--- src/rtl/gpio_cfg_deserializer.sv ---
// PS GPIO control-bus front end: synchronise, detect serial-clock edges,
// shift sdata into config registers and commit them on a trigger edge.
module gpio_cfg_deserializer #(
  parameter int GPIO_W = 16,
  parameter int CFG_W  = 256,
  parameter int SEL_W  = 16,
  parameter int AVG_W  = 32
) (
  input  logic              clk,
  input  logic              rst,
  input  logic [GPIO_W-1:0] gpio_in,
  output logic [SEL_W-1:0]  sel_out,
  output logic [CFG_W-1:0]  cycle_count_out,
  output logic [CFG_W-1:0]  adc_cycle_count_out,
  output logic [AVG_W-1:0]  adc_num_avg_out,
  output logic [CFG_W-1:0]  pre_delay_out,
  output logic [CFG_W-1:0]  post_delay_out,
  output logic              mux_set_out,
  output logic              mask_enable_out,
  output logic              shift_data,
  output logic              mask_shift_en,
  output logic              locking_shift_en,
  output logic              trigger_pulse,
  output logic              pl_rst_req
);

  localparam int NB      = 13;
  localparam int B_SDATA = 0;
  localparam int B_MASK  = 1;
  localparam int B_SEL   = 2;
  localparam int B_CC    = 3;
  localparam int B_MUX   = 4;
  localparam int B_PLRST = 5;
  localparam int B_TRIG  = 6;
  localparam int B_AVG   = 7;
  localparam int B_ACC   = 8;
  localparam int B_PRE   = 9;
  localparam int B_POST  = 10;
  localparam int B_LOCK  = 11;
  localparam int B_MEN   = 12;

  logic [NB-1:0] s1_q, s2_q, p_q;
  logic [NB-1:0] rise;
  logic          d;

  assign rise = s2_q & ~p_q;
  assign d    = s2_q[B_SDATA];

  // Lines 13+ carry nothing for this block.
  logic unused_bits;
  assign unused_bits = ^{gpio_in[GPIO_W-1:NB],
                         rise[B_SDATA], rise[B_PLRST]};

  logic [SEL_W-1:0] sel_q, sel_d;
  logic [CFG_W-1:0] cc_q, cc_d;
  logic [CFG_W-1:0] acc_q, acc_d;
  logic [AVG_W-1:0] avg_q, avg_d;
  logic [CFG_W-1:0] pre_q, pre_d;
  logic [CFG_W-1:0] post_q, post_d;
  logic             mux_q, mux_d;
  logic             men_q, men_d;

  always_comb begin
    sel_d  = sel_q;
    cc_d   = cc_q;
    acc_d  = acc_q;
    avg_d  = avg_q;
    pre_d  = pre_q;
    post_d = post_q;
    mux_d  = mux_q;
    men_d  = men_q;
    if (rise[B_SEL])  sel_d  = {sel_q[SEL_W-2:0], d};
    if (rise[B_CC])   cc_d   = {cc_q[CFG_W-2:0], d};
    if (rise[B_ACC])  acc_d  = {acc_q[CFG_W-2:0], d};
    if (rise[B_AVG])  avg_d  = {avg_q[AVG_W-2:0], d};
    if (rise[B_PRE])  pre_d  = {pre_q[CFG_W-2:0], d};
    if (rise[B_POST]) post_d = {post_q[CFG_W-2:0], d};
    if (rise[B_MUX])  mux_d  = d;
    if (rise[B_MEN])  men_d  = d;
  end

  logic [SEL_W-1:0] sel_o_q;
  logic [CFG_W-1:0] cc_o_q, acc_o_q;
  logic [AVG_W-1:0] avg_o_q;
  logic [CFG_W-1:0] pre_o_q, post_o_q;
  logic             mux_o_q, men_o_q;
  logic             sd_q, mask_q, lock_q;
  logic             trig_q, pulse_q;

  always_ff @(posedge clk) begin
    if (rst) begin
      s1_q     <= '0;
      s2_q     <= '0;
      p_q      <= '0;
      sel_q    <= '0;
      cc_q     <= '0;
      acc_q    <= '0;
      avg_q    <= '0;
      pre_q    <= '0;
      post_q   <= '0;
      mux_q    <= 1'b0;
      men_q    <= 1'b0;
      sel_o_q  <= '0;
      cc_o_q   <= '0;
      acc_o_q  <= '0;
      avg_o_q  <= '0;
      pre_o_q  <= '0;
      post_o_q <= '0;
      mux_o_q  <= 1'b0;
      men_o_q  <= 1'b0;
      sd_q     <= 1'b0;
      mask_q   <= 1'b0;
      lock_q   <= 1'b0;
      trig_q   <= 1'b0;
      pulse_q  <= 1'b0;
    end else begin
      s1_q   <= gpio_in[NB-1:0];
      s2_q   <= s1_q;
      p_q    <= s2_q;
      sel_q  <= sel_d;
      cc_q   <= cc_d;
      acc_q  <= acc_d;
      avg_q  <= avg_d;
      pre_q  <= pre_d;
      post_q <= post_d;
      mux_q  <= mux_d;
      men_q  <= men_d;
      sd_q   <= d;
      mask_q <= rise[B_MASK];
      lock_q <= rise[B_LOCK];
      trig_q <= rise[B_TRIG];
      pulse_q <= trig_q;
      // Commit takes the pre-shift value of a coincident shift.
      if (rise[B_TRIG]) begin
        sel_o_q  <= sel_q;
        cc_o_q   <= cc_q;
        acc_o_q  <= acc_q;
        avg_o_q  <= avg_q;
        pre_o_q  <= pre_q;
        post_o_q <= post_q;
        mux_o_q  <= mux_q;
        men_o_q  <= men_q;
      end
    end
  end

  assign sel_out             = sel_o_q;
  assign cycle_count_out     = cc_o_q;
  assign adc_cycle_count_out = acc_o_q;
  assign adc_num_avg_out     = avg_o_q;
  assign pre_delay_out       = pre_o_q;
  assign post_delay_out      = post_o_q;
  assign mux_set_out         = mux_o_q;
  assign mask_enable_out     = men_o_q;
  assign shift_data          = sd_q;
  assign mask_shift_en       = mask_q;
  assign locking_shift_en    = lock_q;
  assign trigger_pulse       = pulse_q;
  assign pl_rst_req          = s2_q[B_PLRST];

endmodule

--- config.mk ---
export PLATFORM = sky130hd
export DESIGN_NAME = gpio_cfg_deserializer
export DESIGN_NICKNAME = d
export VERILOG_FILES = /design/src/rtl/gpio_cfg_deserializer.sv
export SDC_FILE = /design/constraint.sdc
export NUM_CORES = 2
export LEC_CHECK = 0
export CAP_MARGIN = 10
export CORE_MARGIN = 2
export CORE_UTILIZATION = 29
export DETAILED_ROUTE_END_ITERATION = 12
export PLACE_DENSITY = 0.54
export SKIP_CTS_REPAIR_TIMING = 1
export SYNTH_ARGS = -nofsm -noshare
export SYNTH_HDL_FRONTEND = slang
export SYNTH_SLANG_ARGS = --single-unit
--- constraint.sdc ---
create_clock -name clk -period 3.9 [get_ports clk]
set_clock_uncertainty 0.1 [all_clocks]
set_input_delay 0.78 -clock clk [delete_from_list [all_inputs] [get_ports clk]]
set_output_delay 0.78 -clock clk [all_outputs]
set_load 0.02 [all_outputs]
==> reports/metrics.yaml <==
yosys:
  yosysTopAreaCellShare_pct: 53.5
  syn_avg_cell_area_um2: 11.7
  synth_edf_count: 0
  syn-num-nets: 7042
  synth_area_um2: 81900
  synth_top_family_by_area: "multiplexers"
  synthXorXnorAreaFrac_pct: 0
  synth_most_common_cell: "dfxtp_1"
  yosys.area.top_type: "dfxtp_1"
  synth_fa_ha_area_share_pct: 0
  synth_area_leaders: "dfxtp_1, mux2i_1, nand2b_1"
  synth_compound_area_share_pct: 0
  synth_flop_cell: "dfxtp_1"
  seq_area_frac_synth_pct: 53.5
  yosys_warnings: 0
  yosys.area_share.simple_pct: 16.8
  synth.area.mux_share_pct: 26.2
  synth_cell_types: 11
  syn_inst: 7024
  synth_common_cells: "dfxtp_1, nand2b_1, mux2i_1"
  ys_ff_latch: 2190
  synthArstFlopShare_pct: 0
final_layout:
  final_area_um2: 104000
  utilization_pct: 37.0
  fin_cells: 11900
  fin_nets: 7993
  drive_gt1_share_pct: 6.09
  area_growth_pct: 27.1
  fillerInstances: 27300
sta:
  hold_viol_final: 0
  clock.fmax_mhz: 327
  layout_worst_path_cycle_share_pct: 78.3
  worst_pin_slew_ns: 1.23
  slew_viol_final: 0
  rsz0062_at_grt: "false"
  setup_violations: 0
  fin_crit_ns: 3.06
  setup_ws_ns: 0.844
  relSlewSlack_pct: 17.9
  hold_slack_ns: 0.278
  finalSetupTns_ns: 0
critical_path:
  path_buf_inv: 1
  crit_slowest_cell: "clkdlybuf4s50_1"
  worstSetupStartpointType: "register"
  rr_worst_depth: 3
  worst_ep_arrival_time_ns: 2.18
  reg2reg_to: "pre_delay_out[169]"
  critPathRequiredTime_ns: 3.02
  cp_max_fo: 2
  cp-end-kind: "output pin"
  slowest_delay_ns: 0.69
  path_delay_family: "buffers and inverters"
  r2r_start: "p_q[6]"
  crit_chain: "clkdlybuf4s50_1"
  regToRegSetupSlack_ns: 1.73
  path_class: "reg -> out"
clock_network:
  clk_pin_slew_ns: 0.06
  cts_tree: "done"
  max-clock-path-buffers: 4
  cts.sinks: 2190
  insertion_delay_ns: 0.90
  cts_buffers: 240
  htree_levels: 4
  clock-root-buffer: "clkbuf_16"
power:
  cellLeakagePower_nw: 41.3
  power_mw: 46.9
  power_density_nw_per_um2: 450
  vdd_drop_max_uv: 370
global_routing:
  globalRouteMet1Util_pct: 18.4
  grt_pass1_wl_mm: 331
  top_usage_layer: "met2"
  use_met2_pct: 23.9
  grtUsageMet3_pct: 5.85
  grt_pass1_vias: 50900
  antenna_found_initial: 5
  grt_use_total_pct: 14.8
  grt-ovfl-total: 0
  grt_max_degree: 157
die:
  rows: 195
  coreArea_um2: 282000
  initial_core_util_pct: 29.1
  die_h_um: 535
  die-area_um2: 287000
  die_x_um: 535
  pin_count: 1097
drt:
  dr_total_vias: 51000
  antenna_left: 0
  post_drt_wl_per_cell_um: 18.6
  remaining_drc_errors: 0
  drt-total-wl_mm: 221
  drt_iter0_drc: 2011
  via_per_inst: 4.28
  drt_first_pass_iters: 4
placement:
  place_area_um2: 96100
  dp_slack_ns: 1.16
  dp.cells: 11500
  gp_congestion: 0.784
  io_buffers: 1093
  place_hpwl_mm: 152
worst_hold_path:
  hp-class: "reg -> reg"
  hold_end: "mask_shift_en"
  hp-start: "p_q[1]"
  min_path_cells: 1
status:
  status: "complete, no violations"
flow_run:
  drv_cap: 0
[where the power goes]
part           internal, mW  total (mW)  switching, mW
Combinational         0.778        1.56          0.778
Sequential             22.4        22.4        0.00620
Clock                  13.4        23.0           9.52
Total                  36.6        46.9           10.3
[cells by family (layout without fill, tap and decap cells)]
| kind of cell | after synthesis | in the layout |
|---|---|---|
| AND/OR/NAND/NOR | 2199 | 2199 |
| buffers and inverters | 487 | 1636 |
| other | 0 | 2 |
| flip-flops | 2190 | 2190 |
| multiplexers | 2148 | 2148 |
[cells in the final DEF (no fill, tap or decap), drive strengths merged]
master,instances
bufinv,14
clkinv,58
clkbuf,354
clkdlybuf4s50,1092
inv,10
dfxtp,2190
diode,2
buf,103
clkinvlp,5
nand2b,2152
nor2,1
nor2b,46
mux2i,2148
[layout make-up]
class                   count  area, µm²  share of cell area [%]
repair buffers           1195      12300                    11.8
clock inverters            86        931                   0.894
well taps                3743       4680                    4.50
inverters                   1       3.75                 0.00360
clock buffers             354       7070                    6.78
diodes                      2       5.00                 0.00481
flip-flops and latches   2190      43800                    42.1
multi-input cells        4347      35300                    33.9
[flip-flops by register name, indices dropped and copies added (netlist names)]
name and flops:
mask_shift_en 1, post_delay_out 256, adc_num_avg_out 32, cycle_count_out 256, trig_q 1, p_q 12
s2_q 13, mux_set_out 1, avg_q 32, pre_q 256, mux_q 1, mask_enable_out 1
trigger_pulse 1, men_q 1, cc_q 256, sel_q 16, sel_out 16, pre_delay_out 256
adc_cycle_count_out 256, locking_shift_en 1, s1_q 13, acc_q 256, post_q 256
[worst max path at each step]
| stage | start | end | depth (start not counted) |
|---|---|---|---|
| 2_1_floorplan | rst | post_delay_out[100] | 6 |
| 3_3_place_gp | rst | post_q[115] | 5 |
| 3_5_place_dp | rst | post_q[115] | 5 |
| 4_1_cts | pre_delay_out[28] | pre_delay_out[28] | 1 |
| 5_1_grt | pre_delay_out[28] | pre_delay_out[28] | 1 |
| 6_report | pre_delay_out[28] | pre_delay_out[28] | 1 |
[routing by layer]
metal  vias up  wire length (µm)
met4         2              4580
met2      1022            101000
li1      25300                 -
met5         -                13
met3       259             19000
met1     24500             96900
No activity file was read; power rests on OpenSTA's default activity.
